## src/rtl/mul_pkg.sv

```systemverilog
// Shared widths and types for the pipelined radix-4 Booth multiplier.
package mul_pkg;

  localparam int unsigned MUL_LAT = 3;
  localparam int unsigned PP_NUM  = 17;
  localparam int unsigned PP_W    = 64;
  localparam int unsigned OPX_W   = 33;
  localparam int unsigned OPY_W   = 34;
  localparam int unsigned OP_W    = 32;
  localparam int unsigned OP_NUM  = PP_NUM + 1;
  localparam int unsigned CSA_LVL = 6;

  typedef logic [PP_NUM-1:0][PP_W-1:0] pp_arr_t;
  typedef logic [OP_NUM-1:0][PP_W-1:0] ops_t;

  typedef struct packed {
    logic [PP_W-1:0] sum;
    logic [PP_W-1:0] carry;
  } csa_t;

endpackage

```

## src/rtl/booth2.sv

```systemverilog
// Radix-4 Booth partial-product selector; optional negation folds MSUB into the product.
module booth2
  import mul_pkg::*;
(
  input  logic [OPX_W-1:0] x,
  input  logic [2:0]       y,
  input  logic             is_msub,
  output logic [PP_W-1:0]  z
);

  logic [PP_W-1:0] w_xe;
  logic [PP_W-1:0] w_mag;
  logic            w_neg;

  always_comb begin
    w_mag = '0;
    w_neg = 1'b0;
    w_xe  = {{(PP_W-OPX_W){x[OPX_W-1]}}, x};
    unique case (y)
      3'b001, 3'b010: w_mag = w_xe;
      3'b011:         w_mag = {w_xe[PP_W-2:0], 1'b0};
      3'b100: begin
        w_mag = {w_xe[PP_W-2:0], 1'b0};
        w_neg = 1'b1;
      end
      3'b101, 3'b110: begin
        w_mag = w_xe;
        w_neg = 1'b1;
      end
      default: w_mag = '0;
    endcase
    z = (w_neg ^ is_msub) ? PP_W'(-w_mag) : w_mag;
  end

endmodule

```

## src/rtl/mul_booth_pipe.sv

```systemverilog
// Three-stage 32x32 Booth multiplier with HI/LO accumulate for MULT/MUL/MADD/MSUB.
module mul_booth_pipe
  import mul_pkg::*;
(
  input  logic              clk,
  input  logic              rst,
  input  logic              in_valid,
  output logic              in_ready,
  input  logic              is_signed,
  input  logic              is_acc,
  input  logic              is_msub,
  input  logic [OP_W-1:0]   a,
  input  logic [OP_W-1:0]   b,
  input  logic [PP_W-1:0]   hilo_i,
  input  logic              stall,
  input  logic              flush,
  output logic              out_valid,
  output logic [PP_W-1:0]   result_o,
  output logic              busy
);

  // Wallace-style 3:2 reduction, 18 -> 12 -> 8 -> 6 -> 4 -> 3 -> 2 operands.
  function automatic csa_t csa_tree(input ops_t ops);
    ops_t            cur;
    ops_t            nxt;
    logic [PP_W-1:0] p0, p1, p2, maj;
    int              n, m, base;
    csa_t            res;
    cur = ops;
    n   = int'(OP_NUM);
    for (int lvl = 0; lvl < int'(CSA_LVL); lvl++) begin
      nxt = '0;
      m   = 0;
      for (int k = 0; k < int'(OP_NUM) / 3; k++) begin
        if (3 * k + 2 < n) begin
          p0  = cur[5'(3 * k)];
          p1  = cur[5'(3 * k + 1)];
          p2  = cur[5'(3 * k + 2)];
          maj = (p0 & p1) | (p0 & p2) | (p1 & p2);
          nxt[5'(m)]     = p0 ^ p1 ^ p2;
          nxt[5'(m + 1)] = {maj[PP_W-2:0], 1'b0};
          m = m + 2;
        end
      end
      base = 3 * (n / 3);
      for (int k = 0; k < 2; k++) begin
        if (base + k < n) begin
          nxt[5'(m)] = cur[5'(base + k)];
          m = m + 1;
        end
      end
      cur = nxt;
      n   = m;
    end
    res.sum   = cur[0];
    res.carry = cur[1];
    return res;
  endfunction

  logic [OPX_W-1:0] w_x;
  logic [OPY_W-1:0] w_y;
  logic [OPY_W:0]   w_yw;
  logic             w_neg;
  logic [PP_W-1:0]  w_addend;
  pp_arr_t          w_z;
  pp_arr_t          w_pp;
  ops_t             w_ops;
  csa_t             w_csa;

  pp_arr_t          r_pp;
  logic [PP_W-1:0]  r_addend;
  logic [PP_W-1:0]  r_sum;
  logic [PP_W-1:0]  r_carry;
  logic [PP_W-1:0]  r_result;
  logic             r_v1;
  logic             r_v2;
  logic             r_v3;

  assign w_x      = {is_signed & a[OP_W-1], a};
  assign w_y      = {{2{is_signed & b[OP_W-1]}}, b};
  assign w_yw     = {w_y, 1'b0};
  assign w_neg    = is_msub & is_acc;
  assign w_addend = is_acc ? hilo_i : '0;

  for (genvar gi = 0; gi < int'(PP_NUM); gi++) begin : g_pp
    booth2 u_booth2 (
      .x       (w_x),
      .y       (w_yw[2*gi+2 -: 3]),
      .is_msub (w_neg),
      .z       (w_z[gi])
    );
    assign w_pp[gi] = w_z[gi] << (2 * gi);
  end

  assign w_ops = {r_addend, r_pp};
  assign w_csa = csa_tree(w_ops);

  // Flush clears valid bits ahead of stall; data registers may keep stale values.
  always_ff @(posedge clk or posedge rst) begin
    if (rst) begin
      r_pp     <= '0;
      r_addend <= '0;
      r_sum    <= '0;
      r_carry  <= '0;
      r_result <= '0;
      r_v1     <= 1'b0;
      r_v2     <= 1'b0;
      r_v3     <= 1'b0;
    end else if (flush) begin
      r_v1 <= 1'b0;
      r_v2 <= 1'b0;
      r_v3 <= 1'b0;
    end else if (!stall) begin
      r_pp     <= w_pp;
      r_addend <= w_addend;
      r_v1     <= in_valid;
      r_sum    <= w_csa.sum;
      r_carry  <= w_csa.carry;
      r_v2     <= r_v1;
      r_result <= r_sum + r_carry;
      r_v3     <= r_v2;
    end
  end

  assign in_ready  = !stall;
  assign out_valid = r_v3;
  assign result_o  = r_result;
  assign busy      = r_v1 | r_v2 | r_v3;

endmodule
```

## config.mk

```make
export PLATFORM = sky130hd
export DESIGN_NAME = mul_booth_pipe
export DESIGN_NICKNAME = d
export VERILOG_FILES = /design/src/rtl/mul_pkg.sv /design/src/rtl/booth2.sv /design/src/rtl/mul_booth_pipe.sv
export SDC_FILE = /design/constraint.sdc
export NUM_CORES = 1
export LEC_CHECK = 0
export CELL_PAD_IN_SITES_DETAIL_PLACEMENT = 1
export CELL_PAD_IN_SITES_GLOBAL_PLACEMENT = 1
export CORE_MARGIN = 10
export CORE_UTILIZATION = 10
export DETAILED_ROUTE_END_ITERATION = 12
export PLACE_DENSITY_LB_ADDON = 0.1
export SLEW_MARGIN = 30
export SYNTH_ARGS = -nofsm -noshare
export SYNTH_HDL_FRONTEND = slang
export SYNTH_HIERARCHICAL = 1
export SYNTH_SLANG_ARGS = --single-unit
export TNS_END_PERCENT = 10
```

## constraint.sdc

```tcl
create_clock -name clk -period 0.9 [get_ports clk]
set_clock_uncertainty 0.05 [all_clocks]
set_input_delay 0.18 -clock clk [delete_from_list [all_inputs] [get_ports clk]]
set_output_delay 0.18 -clock clk [all_outputs]
set_load 0.02 [all_outputs]
```

Word-level counts from Yosys, hierarchy flattened
Cells that the tools add are included.
- equality and inequality tests: 1
- multiplexer cells: 6
- bitwise logic cells: 2
- reduce and logical (&&, ||, !) cells: 1
- operators with widths (operator ; count):
    1-bit 2-to-1 mux ; 6
    2-bit by 1-bit != test with 1-bit output (second input constant) ; 1
    1-bit OR ; 2
    1-bit zero test ; 1
- flip-flop bits (word level): 3
- bits of input ports: 136
- output and inout port bits: 67
- logic and storage cells: 13

Logic depth before layout (Yosys ltp)
Gate-level depths: netlist (run 1).
- word-level depth: 2
- depth in mapped cells: 2
- gate-level depth less buffers: 2

Worst setup path after synthesis (run 1)
No wires, ideal clock.
- kind: register to output
- start: register r_v3 (netlist: out_valid)
- end: output busy
- arrival time: 0.866 ns
- data required time: 0.670 ns
- slack: -0.196 ns
- cell stages (with the launch flop): 2
- buffers on the path: 0
- cells stage by stage: dfrtp_1 > or3_1
- longest elaborated chain between the ends: 1
- RTL lines (what ; line ; text):
    start, declared ; mul_booth_pipe.sv:77 ; logic r_v3;
    start signal, assigned ; mul_booth_pipe.sv:121 ; r_v3 <= r_v2;
    1-bit OR ; mul_booth_pipe.sv:128 ; assign busy = r_v1 | r_v2 | r_v3;
    end, declared ; mul_booth_pipe.sv:19 ; output logic busy
No other way between the ends.

Final worst setup path (run 1)
- start: register r_v1
- end: output busy
- longest elaborated chain between the ends: 2
- RTL lines (what ; line ; text):
    start, declared ; mul_booth_pipe.sv:75 ; logic r_v1;
    start signal, assigned ; mul_booth_pipe.sv:116 ; r_v1 <= in_valid;
    1-bit OR (2 in a row) ; mul_booth_pipe.sv:128 ;
No other way between the ends.

==> results of run 1 <==
## logic make-up (layout without fill, tap and decap cells)
group | Yosys count | count (layout)
flip-flops | 3 | 3
buffers and inverters | 66 | 17
multiplexers | 3 | 3
AND/OR/NAND/NOR | 4 | 4
other | 1 | 64
## timing repair
item | 4_1_cts | 5_1_grt
cloned | 0 | 0
resized for setup | 17 | 1
setup endpoints to repair | 6 | 6
hold buffers | 0 | 0
## power by group through the flow
| stage | clock network [mW] | registers, mW | logic [mW] |
|---|---|---|---|
| global route | 0.412 | 0.144 | 0.356 |
| global placement | 0 | 0.145 | 0.311 |
| finish | 0.383 | 0.143 | 0.326 |
| CTS | 0.392 | 0.144 | 0.311 |
| floorplan | 0 | 0.146 | 0.471 |
| detailed placement | 0 | 0.145 | 0.311 |
## state kept, by name (all words and copies together) (netlist names)
signal	cells
out_valid	1
r_v1	1
r_v2	1
## area by class of cell
cell class,count,area (µm²)
clock buffers,4,45.0
fillers,754,5340
inverters,2,7.51
multi-input cells,71,293
flip-flops and latches,3,76.3
well taps,75,93.8
repair buffers,11,104
## cell usage after synthesis (all sizes together)
cell / count
inv: 2
buf: 64
nor2: 3
dfrtp: 3
conb: 1
mux2i: 3
or3: 1
## metrics by stage
| step | utilization, % | TNS, ns | cells |
|---|---|---|---|
| 5_1_grt | 10.4 | -0.750 | 166 |
| 3_3_place_gp | 9.58 | -2.58 | 162 |
| 3_5_place_dp | 9.58 | -2.63 | 162 |
| 4_1_cts | 10.4 | -1.17 | 166 |
| 2_1_floorplan | - | -0.140 | 140 |
| 6_report | 10.4 | -0.609 | 166 |
## final timing paths
path | endpoint | startpoint
min in group clk | r_v1 | stall
min | r_v2 | rst
max reg2reg | r_v2 | r_v2
min reg2reg | r_v1 | r_v1
max in group asynchronous | out_valid | rst
max | busy | r_v1
## critical path: stages (launching register included)
cell and delay (ns):
dfrtp_1 0.37, or3_4 0.39, buf_6 0.14
## metal layers
metal,track usage [%],vias to the layer above
li1,-,132
met1,2.12,129
met2,4.59,49
met3,2.75,2
met4,1.65,0
met5,0,-
==> impl_metrics.tcl, run 1 <==
set metrics [dict create \
    p_seq_share_pct 16.8 \
    yosys_warnings 6 \
    maxCapViolCount 0 \
    gr-total-overflow 0 \
    drive_above_1_share_pct 13.2 \
    start_util_pct 10.3 \
    criticalPathCategory "reg -> out" \
    cts_buffers 3 \
    die_height_um 98.4 \
    whs_ns 0.0913 \
    setup-violations-final 2 \
    hpwl_um 1350 \
    cts_tree "yes" \
    io_buffer_count 7 \
    synth_top_area_cell "buf_4" \
    grt_pass1_vias 412 \
    syn_area_um2 614 \
    post_cts_buffers 0 \
    synth_fa_ha_area_share_pct 0 \
    synth_seq_area_share_pct 12.2 \
    violations "negative setup slack" \
    coreArea_mm2 0.00596 \
    antenna_found_initial 0 \
    critPathLaunchType "register" \
    mostFrequentLayoutCell "conb_1" \
    ys_seq_elements 3 \
    vias 312 \
    grt_max_degree 4 \
    switching_share_pct 42.8 \
    clock-sinks 3 \
    reg2reg_setup_slack_ns 0.03 \
    routed_wl_um 1420 \
    synth_xor_area_share_pct 0 \
    p_comb_share_pct 38.2 \
    die_w_um 98.4 \
    drcViolationCount 0 \
    ioPinCount 203 \
    drv_slew 0 \
    initialDrtViolationCount 0 \
    syn_to_final_growth_pct 0.815 \
    finalHoldViolations 0 \
    fin_crit_sh_pct 149 \
    maxUsedRoutingLayer "met4" \
    rsz0062_at_grt "yes" \
    clock_latency_ns 0.21 \
    htreeDepth 1 \
    clockPowerShare_pct 44.9 \
    yosysTopAreaCellShare_pct 78.2 \
    clk_path_buf_depth 2 \
    wl_met1_um 449 \
    grt_use_total_pct 2.83 \
    p_int_uw 488 \
    route.met2.wl_um 636 \
    antennaDiodeCount 0 \
    min_path_type "in -> async" \
    r2r_cells 3 \
    num_rows 28 \
    dpl_cell_area_um2 571 \
    synth_cell_types 7 \
    grt_pass1_wl_um 2180 \
    synth_area_per_cell_um2 7.98 \
    gp_congestion 0.541 \
    synth_top_family_by_area "buffers and inverters" \
    p_total_uw 852 \
    fin_area_um2 619 \
    via_per_inst 1.88 \
    p_switching_uw 365 \
    cts-root-buf "clkbuf_8" \
    dieArea_mm2 0.00968 \
    peakVddDrop_mv 0.517 \
    syn-instance-count 77 \
    dr.pass1.iters 1 \
    ant_nets 0 \
    synth-simple-area-share_pct 2.85 \
    fin_nets 228 \
    synth_compound_area_share_pct 0 \
    fin_crit_ns 1.34 \
    p_per_area_mw_per_mm2 1380 \
    place_ws_ns -0.634 \
    p_leak_nw 0.369 \
    status "finished, violations left" \
    arrival_ns 1.11 \
    finalWorstSetupSlack_ns -0.437 \
    fmax_mhz 748 \
    synthMuxAreaShare_pct 4.89 \
    synth.area.top_cells "buf_4 (78%), dfrtp_1 (12%), mux2i_1 (4.9%)" \
    endpoint_kind "output port" \
    cp_data_required_time_ns 0.67 \
    cp_max_fo 2 \
    wire_per_inst_um 8.56 \
    wl_met3_um 322 \
    clk_pin_slew_ns 0.03 \
]
Power figures use the tool's default switching activity.
==> inputs of run 2 (changes only) <==
Settings changed: SETUP_SLACK_MARGIN from default to 0.02, SLEW_MARGIN 30 to 20.
Clock period 0.9 ns to 1.6 ns, I/O delays scaled along.
==> run 2 against run 1 <==
Effect of this change: the flow now finishes without violations; sequential share of layout area is 0.31 points higher; worst setup slack better by 0.51 ns; count of clock-buffer cells in the layout stayed put; first-iteration DRC count is 3 higher; highest routed layer is now met3.
==> impl_metrics.tcl, run 2 (synthesis gave the netlist of run 1 again) <==
set metrics [dict create \
    finalWorstSetupSlack_ns 0.0748 \
    gp_congestion 0.606 \
    clk_path_buf_depth 2 \
    cts_tree "yes" \
    num_rows 28 \
    clock_latency_ns 0.21 \
    finalHoldViolations 0 \
    min_path_type "in -> async" \
    start_util_pct 10.3 \
    crit_chain "clkdlybuf4s50_1, inv_1, dlygate4sd2_1" \
    gr-total-overflow 0 \
    clockPowerShare_pct 45.6 \
    status "complete, no violations" \
    io_buffer_count 7 \
    htreeDepth 1 \
    multi_input_area_um2 288 \
    endpoint_kind "output port" \
    whs_ns 0.245 \
    p_comb_share_pct 37.4 \
    clk_pin_slew_ns 0.03 \
    fmax_mhz 656 \
    r2r-start "r_v1" \
    maxCapViolCount 0 \
    critPathLaunch "stall" \
    mostFrequentLayoutCell "conb_1" \
    reg2reg_setup_slack_ns 0.77 \
    criticalPathCategory "in -> out" \
    fin_crit_ns 1.53 \
    ant_nets 0 \
    p_per_area_mw_per_mm2 797 \
    switching_share_pct 43.3 \
    arrival_ns 1.16 \
    fin_area_um2 594 \
    final_core_util_pct 9.98 \
    n_fill_cell 754 \
    fin_nets 227 \
    peakVddDrop_mv 0.117 \
    clock-sinks 3 \
    cp_max_fo 2 \
    routed_wl_um 1430 \
    grt_pass1_vias 408 \
    critPathLaunchType "primary input" \
    dr.pass1.iters 2 \
    antenna_found_initial 0 \
    final_cells 165 \
    cts_buffers 3 \
    grt_use_total_pct 2.64 \
    wire_per_inst_um 8.67 \
    coreArea_mm2 0.00596 \
    die_height_um 98.4 \
    register_area_um2 75.1 \
    dpl_cell_area_um2 557 \
    cp_num_cells 3 \
    fin_crit_sh_pct 95.3 \
    p_int_uw 269 \
    vias 306 \
    setup-violations-final 0 \
    grt_pass1_wl_um 1990 \
    cts-root-buf "clkbuf_8" \
    hpwl_um 1370 \
    slowest_stage "clkdlybuf4s50_1" \
    ioPinCount 203 \
    p_leak_nw 0.358 \
    drcViolationCount 0 \
    layout_common_cells "conb_1 (64), clkdlybuf4s50_1 (4)" \
    r2r_cells 3 \
    dieArea_mm2 0.00968 \
    syn_to_final_growth_pct -3.26 \
    cp_data_required_time_ns 1.23 \
    die_w_um 98.4 \
    p_switching_uw 205 \
    crit_family "buffers and inverters" \
    p_seq_share_pct 17.0 \
    dp_cells 161 \
    grt_max_degree 4 \
    cp_num_buf_inv 3 \
    antennaDiodeCount 0 \
    via_per_inst 1.85 \
    rsz0062_at_grt "no" \
    drv_slew 0 \
    endpoint "in_ready" \
    place_ws_ns -0.187 \
    max_stage_delay_ns 0.48 \
    initialDrtViolationCount 3 \
    drive_above_1_share_pct 7.78 \
    worst_r2r_endpoint "r_v2" \
]
[run 2: cell count changes in the layout (fill, tap and decap cells not counted), sizes merged]
cell | before | now
clkbuf | 4 | 5
dlymetal6s2s | 1 | 0
dlygate4sd2 | 0 | 2
clkdlybuf4s50 | 3 | 4
buf | 7 | 3
[run 2: how the worst min path moves through the flow]
stage,start,endpoint,slack [ns],cells after the start
final,rst,r_v1,0.24,2
after global routing,rst,r_v2,0.27,2
after CTS,rst,r_v1,0.25,2
after floorplan,rst,out_valid,0.02,1
after detailed placement,rst,r_v1,0.48,2
after global placement,rst,r_v1,0.47,2
[run 2: worst register-to-register path: cells and delay by family, from the launching register on]
family	cells	cell delay, ns
buffers and inverters	1	0.13
muxes	1	0.12
DFF	1	0.36
and+or+nand+nor	1	0.06
[run 2: repair_timing]
item | in CTS | in global routing
gates resized for setup | 4 | 1
hold buffers | 0 | 0
setup endpoints to repair | 3 | 1
buffers inserted | 0 | 0
[run 2: metal layers]
layer	part of all wire, %	vias to the layer above	track usage (%)	wire (µm)
met5	0	-	0	0
met4	0	0	0.662	0
met2	35	56	3.33	507
met1	28	120	1.76	405
met3	36	0	4.86	518
li1	-	130	-	-
[run 2: power by group through the flow]
stage | Clock [mW] | Combinational [mW] | Sequential, mW
3_5_place_dp | 0 | 0.172 | 0.0814
5_1_grt | 0.232 | 0.194 | 0.0807
4_1_cts | 0.222 | 0.170 | 0.0806
3_3_place_gp | 0 | 0.172 | 0.0814
6_report | 0.216 | 0.177 | 0.0805
2_1_floorplan | 0 | 0.263 | 0.0818
[run 2: area by class of cell]
type / count / share of cell area (%)
Inverter: 2 / 1.26
Clock buffer: 4 / 7.58
Multi-Input combinational cell: 71 / 48.4
Tap cell: 75 / 15.8
Timing Repair Buffer: 10 / 14.3
Sequential cell: 3 / 12.6
[run 2: through the flow]
| step | TNS, ns | total power, mW |
|---|---|---|
| detailed placement | -0.268 | 0.253 |
| CTS | -0.0518 | 0.473 |
| floorplan | 0 | 0.345 |
| global route | 0 | 0.506 |
| finish | 0 | 0.474 |
| global placement | -0.256 | 0.253 |
==> inputs of run 3 (changes only) <==
Settings changed: GPL_TIMING_DRIVEN from default to 0, SKIP_CTS_REPAIR_TIMING from default to 1.
==> run 3 against run 2 <==
Effect of this change: worst hold slack lost 0.0098 ns; non-clock buffer count increased by 61; sequential share of layout area fell by 5.6 points.
==> impl_metrics.tcl, run 3 (synthesis gave the netlist of run 1 again) <==
set metrics [dict create \
    status "complete, no violations" \
    clock_latency_ns 0.21 \
    criticalPathCategory "reg -> out" \
    fin_nets 288 \
    grt_pass1_vias 566 \
    setup-violations-final 0 \
    drcViolationCount 0 \
    n_fill_cell 773 \
    cp_max_fo 3 \
    grt_use_total_pct 3.69 \
    maxCapViolCount 0 \
    clk_path_buf_depth 2 \
    gp_congestion 0.669 \
    via_per_inst 2.23 \
    syn_to_final_growth_pct 72.9 \
    antennaDiodeCount 0 \
    max_stage_delay_ns 0.39 \
    clock-sinks 3 \
    p_comb_share_pct 49.7 \
    grt_max_degree 5 \
    min_path_type "in -> async" \
    ant_nets 0 \
    drv_slew 0 \
    antenna_found_initial 0 \
    critPathLaunchType "register" \
    fmax_mhz 656 \
    vias 503 \
    coreArea_mm2 0.00596 \
    routed_wl_um 1910 \
    p_leak_nw 0.723 \
    die_height_um 98.4 \
    cts_buffers 3 \
    p_int_uw 370 \
    layout_common_cells "buf_4 (64), conb_1 (64)" \
    cp_data_required_time_ns 1.23 \
    peakVddDrop_mv 0.221 \
    multi_input_area_um2 288 \
    htreeDepth 1 \
    arrival_ns 1.15 \
    die_w_um 98.4 \
    slowest_stage "dfrtp_1" \
    register_area_um2 75.1 \
    drive_above_1_share_pct 45.0 \
    finalHoldViolations 0 \
    cts-root-buf "clkbuf_8" \
    grt_pass1_wl_um 2880 \
    dpl_cell_area_mm2 0.00101 \
    whs_ns 0.235 \
    fin_crit_ns 1.52 \
    fin_crit_sh_pct 95.3 \
    rsz0062_at_grt "yes" \
    fin_area_mm2 0.00106 \
    p_switching_uw 232 \
    switching_share_pct 38.5 \
    p_per_area_mw_per_mm2 567 \
    r2r_cells 2 \
    start_util_pct 10.3 \
    endpoint_kind "output port" \
    ioPinCount 203 \
    dieArea_mm2 0.00968 \
    dr.pass1.iters 2 \
    gr-total-overflow 0 \
    initialDrtViolationCount 1 \
    clk_pin_slew_ns 0.03 \
    hpwl_um 1810 \
    cts_tree "yes" \
    num_rows 28 \
    wire_per_inst_um 8.44 \
    p_seq_share_pct 13.5 \
    io_buffer_count 7 \
    crit_chain "or3_1, clkbuf_2" \
    clockPowerShare_pct 36.8 \
]
==> run 3: area by class of cell <==
cell class | instances | share of cell area (%)
clock buffers | 4 | 4.24
repair buffers | 7 | 6.83
well taps | 75 | 8.83
multi-input cells | 71 | 27.1
flip-flops and latches | 3 | 7.07
plain buffers | 64 | 45.2
inverters | 2 | 0.707
==> run 3: path summary, 6_finish.rpt <==
path	from	to	slack [ns]
worst min register to register	r_v1	r_v1	0.52
worst max-delay path	r_v1	busy	0.08
worst max register to register	r_v2	r_v2	0.84
max in group asynchronous	rst	out_valid	1.13
worst min-delay path	rst	r_v2	0.23
min in group clk	stall	r_v1	0.51
==> run 3: critical path, delay by kind of cell (launching register included) <==
kind | cells | cell delay (ns)
flops | 1 | 0.39
buf+inv | 1 | 0.17
simple gates | 1 | 0.38
==> run 3: power groups by stage <==
stage,Sequential [mW],Combinational (mW),Clock (mW)
5_1_grt,0.0818,0.325,0.240
3_5_place_dp,0.0822,0.286,0
4_1_cts,0.0814,0.287,0.231
2_1_floorplan,0.0818,0.263,0
3_3_place_gp,0.0818,0.286,0
6_report,0.0813,0.299,0.222
==> run 3: metrics by stage <==
| step | utilization (%) | setup WS [ns] | total power [mW] | std cells | setup TNS (ns) |
|---|---|---|---|---|---|
| 3_5_place_dp | 17.0 | -0.318 | 0.369 | 222 | -0.423 |
| 2_1_floorplan | - | 0.364 | 0.345 | 140 | 0 |
| 6_report | 17.8 | 0.0753 | 0.602 | 226 | 0 |
| 3_3_place_gp | 17.0 | -0.308 | 0.368 | 222 | -0.407 |
| 5_1_grt | 17.8 | 0.0134 | 0.647 | 226 | 0 |
| 4_1_cts | 17.8 | -0.349 | 0.599 | 226 | -0.678 |
==> run 3: per-layer routing <==
layer / track usage (%) / wire length (µm) / part of all wire, %
met3: 4.37 / 542 / 28
met4: 0.992 / 15 / 0.79
met2: 5.50 / 755 / 40
met5: 0 / 0 / 0
met1: 3.13 / 594 / 31
